$ cat src/rtl/sensor_gate_sched_pkg.sv
// Shared types and defaults for the sensor-gate scheduler family.
package sensor_sched_pkg;

    localparam int N_DEF        = 10;
    localparam int DWELL_W_DEF  = 8;
    localparam int GAP_DEF      = 2;
    localparam int COINC_TH_DEF = 3;

    // Scheduler FSM states, also exported on the debug port.
    typedef enum logic [1:0] {
        ST_IDLE  = 2'd0,
        ST_ARB   = 2'd1,
        ST_DWELL = 2'd2,
        ST_GAP   = 2'd3
    } sched_state_t;

    // Lane index for the default lane count.
    typedef logic [$clog2(N_DEF)-1:0] lane_idx_t;

endpackage

$ cat src/rtl/sensor_gate_sched_rr_pick.sv
// Combinational round-robin picker: first set request at index >= ptr,
// wrapping from N-1 back to 0.
module rr_pick_n #(
    parameter int N     = 10,
    parameter int IDX_W = (N > 1) ? $clog2(N) : 1
) (
    input  logic [N-1:0]     req_i,
    input  logic [IDX_W-1:0] ptr_i,
    output logic [IDX_W-1:0] idx_o,
    output logic             found_o
);

    int w_lane;

    // Walk offsets from the farthest to the nearest so the nearest hit wins.
    always_comb begin
        idx_o   = '0;
        found_o = 1'b0;
        w_lane  = 0;
        for (int k = N - 1; k >= 0; k--) begin
            w_lane = int'(ptr_i) + k;
            if (w_lane >= N) begin
                w_lane = w_lane - N;
            end
            if (w_lane < N && req_i[w_lane]) begin
                idx_o   = IDX_W'(w_lane);
                found_o = 1'b1;
            end
        end
    end

endmodule

$ cat src/rtl/sensor_gate_sched.sv
// Round-robin sensor-gate scheduler: one gate at a time, held for a
// programmable dwell, followed by a fixed guard gap. Also flags when
// enough masked sensors are active at once.
module sensor_gate_sched
    import sensor_sched_pkg::*;
#(
    parameter int N        = N_DEF,
    parameter int DWELL_W  = DWELL_W_DEF,
    parameter int GAP      = GAP_DEF,
    parameter int COINC_TH = COINC_TH_DEF
) (
    input  logic                 clk_i,
    input  logic                 rst_i,
    input  logic                 en_i,
    input  logic [N-1:0]         sensor_i,
    input  logic [N-1:0]         mask_i,
    input  logic [DWELL_W-1:0]   dwell_i,
    input  logic                 done_i,
    output logic [N-1:0]         gate_o,
    output logic                 grant_valid_o,
    output logic [$clog2(N)-1:0] grant_idx_o,
    output logic                 busy_o,
    output logic                 coinc_o,
    output logic [15:0]          grant_cnt_o,
    output sched_state_t         dbg_state_o
);

    localparam int IDX_W = $clog2(N);
    localparam int CNT_W = $clog2(N + 1);
    localparam int GAP_W = (GAP > 0) ? $clog2(GAP + 1) : 1;

    sched_state_t       r_state;
    sched_state_t       w_next;
    logic [N-1:0]       r_gate;
    logic               r_valid;
    logic [IDX_W-1:0]   r_idx;
    logic               r_busy;
    logic               r_coinc;
    logic [15:0]        r_grant_cnt;
    logic [IDX_W-1:0]   r_ptr;
    logic [DWELL_W-1:0] r_cnt;
    logic [GAP_W-1:0]   r_gap;

    logic [N-1:0]       w_req;
    logic [IDX_W-1:0]   w_pick_idx;
    logic               w_found;
    logic               w_release;
    logic [DWELL_W-1:0] w_dwell_eff;
    logic [CNT_W-1:0]   w_active;

    assign w_req       = sensor_i & mask_i;
    assign w_release   = (r_cnt == DWELL_W'(1)) || done_i;
    assign w_dwell_eff = (dwell_i == '0) ? DWELL_W'(1) : dwell_i;

    rr_pick_n #(
        .N     (N),
        .IDX_W (IDX_W)
    ) u_pick (
        .req_i   (w_req),
        .ptr_i   (r_ptr),
        .idx_o   (w_pick_idx),
        .found_o (w_found)
    );

    // Count active masked sensors for the coincidence flag.
    always_comb begin
        w_active = '0;
        for (int i = 0; i < N; i++) begin
            w_active = w_active + CNT_W'(w_req[i]);
        end
    end

    // Next-state logic; dropping enable returns to IDLE from any state.
    always_comb begin
        w_next = r_state;
        case (r_state)
            ST_IDLE: begin
                if (en_i) w_next = ST_ARB;
            end
            ST_ARB: begin
                if (!en_i)        w_next = ST_IDLE;
                else if (w_found) w_next = ST_DWELL;
            end
            ST_DWELL: begin
                if (!en_i)          w_next = ST_IDLE;
                else if (w_release) w_next = (GAP > 0) ? ST_GAP : ST_ARB;
            end
            ST_GAP: begin
                if (!en_i)                     w_next = ST_IDLE;
                else if (r_gap <= GAP_W'(1))   w_next = ST_ARB;
            end
            default: w_next = ST_IDLE;
        endcase
    end

    // State register plus grant, pointer, counters and registered outputs.
    always_ff @(posedge clk_i or posedge rst_i) begin
        if (rst_i) begin
            r_state     <= ST_IDLE;
            r_gate      <= '0;
            r_valid     <= 1'b0;
            r_idx       <= '0;
            r_busy      <= 1'b0;
            r_coinc     <= 1'b0;
            r_grant_cnt <= '0;
            r_ptr       <= '0;
            r_cnt       <= '0;
            r_gap       <= '0;
        end else begin
            r_state <= w_next;
            r_busy  <= (w_next != ST_IDLE);
            r_coinc <= (int'(w_active) >= COINC_TH);
            if (!en_i) begin
                // Pointer and grant count survive a disable.
                r_gate  <= '0;
                r_valid <= 1'b0;
            end else begin
                case (r_state)
                    ST_ARB: begin
                        if (w_found) begin
                            r_gate  <= N'(1) << w_pick_idx;
                            r_valid <= 1'b1;
                            r_idx   <= w_pick_idx;
                            r_cnt   <= w_dwell_eff;
                            if (r_grant_cnt != 16'hFFFF) begin
                                r_grant_cnt <= r_grant_cnt + 16'd1;
                            end
                        end
                    end
                    ST_DWELL: begin
                        if (w_release) begin
                            r_gate  <= '0;
                            r_valid <= 1'b0;
                            r_ptr   <= (r_idx == IDX_W'(N - 1)) ? '0 : r_idx + IDX_W'(1);
                            r_gap   <= GAP_W'(GAP);
                        end else begin
                            r_cnt <= r_cnt - DWELL_W'(1);
                        end
                    end
                    ST_GAP: begin
                        if (r_gap > GAP_W'(1)) begin
                            r_gap <= r_gap - GAP_W'(1);
                        end
                    end
                    default: ;
                endcase
            end
        end
    end

    assign gate_o        = r_gate;
    assign grant_valid_o = r_valid;
    assign grant_idx_o   = r_idx;
    assign busy_o        = r_busy;
    assign coinc_o       = r_coinc;
    assign grant_cnt_o   = r_grant_cnt;
    assign dbg_state_o   = r_state;

endmodule

$ cat config.mk
export PLATFORM = sky130hd
export DESIGN_NAME = sensor_gate_sched
export DESIGN_NICKNAME = d
export VERILOG_FILES = /design/src/rtl/sensor_gate_sched_pkg.sv /design/src/rtl/sensor_gate_sched_rr_pick.sv /design/src/rtl/sensor_gate_sched.sv
export SDC_FILE = /design/constraint.sdc
export NUM_CORES = 1
export LEC_CHECK = 0
export BUFFER_PORTS_ARGS = -buffer_cell sky130_fd_sc_hd__buf_2
export CAP_MARGIN = 20
export CORE_MARGIN = 5
export CORE_UTILIZATION = 30
export DETAILED_ROUTE_END_ITERATION = 7
export PLACE_DENSITY = 0.47
export SYNTH_ARGS = -nofsm -noshare
export SYNTH_HDL_FRONTEND = slang
export SYNTH_SLANG_ARGS = --single-unit
$ cat constraint.sdc
create_clock -name clk_i -period 7.3 [get_ports clk_i]
set_input_delay 0.73 -clock clk_i [delete_from_list [all_inputs] [get_ports clk_i]]
set_output_delay 0.73 -clock clk_i [all_outputs]
set_load 0.05 [all_outputs]
==> flow_summary.ini, run 1 <==
[sta]
relSlewSlack_pct = 19.7
post-route-period-util_pct = 79.9
setup_ws_ns = 1.46
post-route-min-period_ns = 5.84
total_count_of_max_transition_violations_in_the_final_report = 0
worst_setup_skew_after_layout_ns = 0.00618
timing_worst_slew_pin_value_ns = 1.17
rsz_0062_raised_after_global_routing = no
timing_hold_violations_final = 0
achievable-frequency_mhz = 171
timing.setup.tns_ns = 0
setup-violations-final = 0

[route]
detail_route.first_pass.iterations = 5
routed_via_density = 5.82
drt-initial-drc-count = 405
drc = 0
antenna_left = 0
num_vias = 6511
drt-wirelength-per-cell_um = 19.6
wirelength_um = 22000

[critical_path]
crit_chain = ha_1, a21bo_2, nand2_1, o21ai_0, ha_1, or3b_2, o311ai_0, nor3_1, o221a_2, o221ai_1, nand4_1, nor4_1, a211o_1, a21oi_1, mux2i_1
r2r_start = r_ptr[1]
critical-path-top-delay-family = compound AO/OA/AOI/OAI gates
critical_path_class = reg2reg
worst_ep_required_time_ns = 7.46
timing.reg2reg.setup_slack_ns = 1.46
peak_fanout_along_the_critical_path = 22
crit_slowest_cell = a211o_1
reg2reg_to = r_cnt[1]
critical_path.n_buffers_inverters = 0
critPathMostFrequentCell = ha_1
arrival_ns = 6.00
worst_case_reg_to_reg_path_depth = 15
crit_path_max_incr_delay_ns = 0.69
crit_path_start_kind = flip-flop
crit_path_end_kind = flip-flop

[cts]
htree_levels = 2
cts-hold-fix-buffers = 0
clock_path_buffers = 2
post-cts-setup-buffers = 0
cts-resized-gates = 0
clock-sinks = 49
cts_tree = yes
clkLatencyLatePin_ns = 0.29
clk_transition_reported_paths_ns = 0.07
tritoncts.num_buffers = 5
root_buffer = clkbuf_16

[layout]
num-nets-final = 925
layout_filler_cell_count = 2195
final_layout_size_suffix_gt1_share_pct = 13.8
insertedDiodeCount = 0
areaGrowthSynthToFinish_pct = 12.0
design_area_mm2 = 0.00700

[floorplanning]
num_io_pins = 67
die_width_um = 154
dieHeight_um = 154
start_util_pct = 30.7
std_cell_rows = 52
die_area_mm2 = 0.0238
placeableCoreArea_mm2 = 0.0204

[synth]
ys_seq_area_share_pct = 19.6
yosys_register_bits = 49
synth-warning-count = 0
syn-cell-area_mm2 = 0.00625
synthesis.area_per_instance_um2 = 7.80
syn_nets = 878
number_of_synthesized_flops_with_an_enable_pin = 0
synth-main-ff-cell = dfrtp_1
count_of_unique_library_cells_instantiated_by_yosys = 82
synth_cells = 802
synth-async-reset-ratio_pct = 100

[placement]
detailed_place.area_mm2 = 0.00684
place_congestion = 0.897
dpl_worst_slack_ns = 1.54
place.port_buffers = 66
dp_hpwl_um = 17000

[global_route]
total_congestion_overflow = 0
number_of_global_route_vias_before_repair = 6232
track_usage_pct = 17.8
grt_antenna_before_repair = 0
grt_first_pass_wirelength_um = 35100
maximum_number_of_pins_on_one_net_before_global_route_repair = 41

[outcome]
outcome = finished clean

[hold_path]
worst_hold_path_type = in2async

[job]
drv_cap = 0
## worst max path at each step
stage | startpoint | endpoint | slack, ns | depth (start not counted)
after detailed placement | r_ptr[1] | r_cnt[1] | 1.54 | 15
after global placement | r_ptr[1] | r_cnt[1] | 1.79 | 15
final | r_ptr[1] | r_cnt[1] | 1.46 | 15
after floorplan | r_ptr[1] | grant_cnt_o[1] | 2.06 | 20
after CTS | r_ptr[1] | r_cnt[1] | 1.51 | 15
after global routing | r_ptr[1] | r_cnt[1] | 1.03 | 15
## worst register-to-register path: cells and delay by family, from the launching register on
| kind | cells | cell delay [ns] |
|---|---|---|
| AOI/OAI and AO/OA | 7 | 2.40 |
| and+or+nand+nor | 5 | 1.62 |
| adders and majority gates | 2 | 0.89 |
| DFF | 1 | 0.63 |
| muxes | 1 | 0.18 |
## cell usage after synthesis (5+ instances only)
cell        n  area share [%]
nand2_1    64             3.8
dfrtp_1    49              20
a21oi_1    48             3.8
nand3_1    47             3.8
nor2_1     46             2.8
inv_1      43             2.6
ha_1       37             7.4
o21ai_0    37             3.0
nor3_1     30             2.4
xnor2_1    22             3.1
a211oi_1   19             2.3
clkbuf_1   19             1.1
mux2i_1    17             2.7
nand3b_1   14             1.7
nand4_1    14             1.4
nor2b_1    14             1.4
o211ai_1   14             1.7
and2_1     13             1.3
nand2b_1   13             1.3
a21o_1     11             1.3
and3_1     11             1.1
buf_2      11            0.88
o31ai_1    11             1.3
o41ai_1    10             1.4
a211o_1     9             1.3
nor4_1      9            0.90
a31oi_1     8            0.80
o21a_1      8            0.96
fa_1        7             2.2
xor2_1      7            0.98
a2111oi_0   6            0.84
a21boi_0    6            0.72
a2bb2oi_1   6            0.84
mux2_2      6             1.1
o22ai_1     6            0.60
a221oi_1    5            0.70
and3b_1     5            0.70
nor3b_1     5            0.60
o2111ai_1   5            0.70
or2_2       5            0.50
or3_1       5            0.50
## metal layers
layer / track usage, % / up-vias / wire length, um
met2: 28.8 / 179 / 10200
met4: 3.57 / 0 / 214
met5: 0 / - / 0
met1: 25.7 / 3168 / 10600
met3: 1.82 / 17 / 972
li1: - / 3147 / -
## metrics by stage
stage	utilization, %	cells	hold WS (ns)
floorplan	-	802	0.457
global placement	33.5	1111	0.481
detailed placement	33.6	1112	0.484
CTS	34.4	1119	0.410
global route	34.4	1119	0.432
finish	34.4	1119	0.407
## kinds of logic after synthesis
kind of cell | count (synthesis) | share of synthesized area (%)
adders and majority gates | 44 | 9.65
muxes | 25 | 4.52
DFF | 49 | 19.6
xor gates and xnor gates | 30 | 4.32
AOI/OAI and AO/OA | 261 | 29.9
and+or+nand+nor | 310 | 26.3
buffers and inverters | 83 | 5.68
## state kept, by name, indices dropped and copies added (netlist names)
signal	flops
grant_cnt_o	16
gate_o	10
r_cnt	8
grant_idx_o	4
r_ptr	4
dbg_state_o	2
r_gap	2
busy_o	1
coinc_o	1
grant_valid_o	1
## cell type report
class	instances	area, um2	share of cell area, %
clock buffers	5	125	1.79
inverters	44	165	2.36
repair buffers	79	440	6.29
well taps	270	338	4.83
flip-flops and latches	49	1230	17.5
clock inverters	2	35.0	0.500
multi-input cells	670	4670	66.7
## layout by cell type, fill, tap and decap left out, types with 17 or more instances in the layout
cell type,count
dfrtp_1,49
nand2_1,64
inv_1,42
nor2_1,46
nor3_1,30
o21ai_0,37
ha_1,37
xnor2_1,22
nand3_1,47
buf_2,66
mux2i_1,17
a211oi_1,19
a21oi_1,48
Power of run 1 is left out: the tool's default activity adds up to more than one toggle a clock period on the data nets, which glitch-free logic cannot reach.
==> run 2, diff against run 1 <==
Clock period 7.3 ns to 5.8 ns, I/O delays scaled along.
==> run 2 against run 1 <==
Against the previous run: register-to-register slack worse by 0.93 ns; sequential share of layout area down 0.28 points; count of clock-buffer cells in the layout up 1; via count up 0.60%; final area up 1.6%; non-clock buffer count up 13; worst hold slack worse by 0.14 ns; core utilization up 0.56 points; cell count up 1.3%; global-route usage about the same; flip-flop and latch count unchanged; setup slack worse by 0.93 ns; critical endpoint is now gate_o[3].
==> flow_summary.ini, run 2 (synthesis results as in run 1) <==
[critical_path]
crit_path_max_incr_delay_ns = 0.65
crit_slowest_cell = a2111oi_0
critical_path_class = reg2reg
crit_chain = buf_4, inv_1, ha_1, a21boi_0, xnor2_1, o21ai_0, ha_1, o211ai_1, mux2i_1, o22ai_1, o21ai_2, or2_1, a2111oi_0, o41ai_1, o41ai_1
crit_path_end_kind = flip-flop
crit_path_start_kind = flip-flop
worst_ep_required_time_ns = 5.98
critical_path.n_buffers_inverters = 2
arrival_ns = 5.45
critical-path-top-delay-family = compound AO/OA/AOI/OAI gates
peak_fanout_along_the_critical_path = 24

[placement]
dpl_worst_slack_ns = 0.268
place_congestion = 0.889
place.port_buffers = 66
dp_hpwl_um = 17100

[hold_path]
worst_hold_path_type = in2async

[cts]
clock_path_buffers = 2
cts-hold-fix-buffers = 0
htree_levels = 2
post-cts-setup-buffers = 0
clkLatencyLatePin_ns = 0.29
tritoncts.num_buffers = 5
root_buffer = clkbuf_16
clk_transition_reported_paths_ns = 0.07
cts-resized-gates = 0
clock-sinks = 49
cts_tree = yes

[sta]
setup-violations-final = 0
total_count_of_max_transition_violations_in_the_final_report = 0
achievable-frequency_mhz = 190
timing.setup.tns_ns = 0
timing_hold_violations_final = 0
post-route-min-period_ns = 5.27
setup_ws_ns = 0.531
worst_setup_skew_after_layout_ns = 0.00242
post-route-period-util_pct = 90.9
relSlewSlack_pct = 41.0
timing_worst_slew_pin_value_ns = 0.880
rsz_0062_raised_after_global_routing = no

[global_route]
total_congestion_overflow = 0
grt_first_pass_wirelength_um = 34900
grt_antenna_before_repair = 0
maximum_number_of_pins_on_one_net_before_global_route_repair = 36
track_usage_pct = 17.8
number_of_global_route_vias_before_repair = 6351

[route]
drt-initial-drc-count = 508
antenna_left = 0
detail_route.first_pass.iterations = 5
wirelength_um = 21700
drc = 0
num_vias = 6550
routed_via_density = 5.78
drt-wirelength-per-cell_um = 19.1

[floorplanning]
start_util_pct = 30.7
dieHeight_um = 154
placeableCoreArea_mm2 = 0.0204
die_width_um = 154
std_cell_rows = 52
num_io_pins = 67
die_area_mm2 = 0.0238

[layout]
layout.cells.most_common = buf_2
num-nets-final = 938
final_layout_size_suffix_gt1_share_pct = 15.2
largest_register_ff_count = 16
insertedDiodeCount = 0
areaGrowthSynthToFinish_pct = 13.8
layout_filler_cell_count = 2131
final_cell_mix = buf_2 (66), nand2_1 (64), dfrtp_1 (49)

[job]
drv_cap = 0

[outcome]
outcome = finished clean
run 2: cell types whose count changed in the layout (fill, tap and decap cells not counted), sizes merged:
cell and change:
buf +13, clkbuf +1, clkinv -1, clkinvlp +1
run 2: path summary, 6_finish.rpt:
check,from,to,slack (ns),cells after the start
max reg2reg,r_ptr[2],gate_o[3],0.53,15
min in group clk_i,en_i,busy_o,0.47,1
min reg2reg,grant_cnt_o[9],grant_cnt_o[9],0.48,1
min,rst_i,grant_cnt_o[3],0.26,2
max in group asynchronous,rst_i,gate_o[3],5.02,3
max,r_ptr[2],gate_o[3],0.53,15
run 2: metal layers:
metal,GRT usage (%),vias to the layer above,wire length (um)
met5,0,-,0
li1,-,3181,-
met3,2.26,31,1080
met4,3.83,0,390
met1,25.7,3152,10400
met2,28.5,186,9850
run 2: metrics by stage:
step	utilization, %	cells	instance area [um2]	hold WS [ns]
6_report	34.9	1133	7110	0.264
5_1_grt	34.9	1133	7110	0.284
4_1_cts	34.9	1132	7110	0.268
3_5_place_dp	34.0	1124	6930	0.484
3_3_place_gp	33.9	1123	6910	0.479
2_1_floorplan	-	802	6250	0.457
run 2: area by class of cell:
cell class / count / area [um2] / area share [%]
tap: 270 / 338 / 4.75
multi-input combinational: 670 / 4670 / 65.7
clock inverter: 2 / 37.5 / 0.528
clock buffer: 6 / 139 / 1.95
inverter: 44 / 165 / 2.32
sequential: 49 / 1230 / 17.2
timing repair buffer: 92 / 538 / 7.56
Power of run 2 is left out for the same reason.
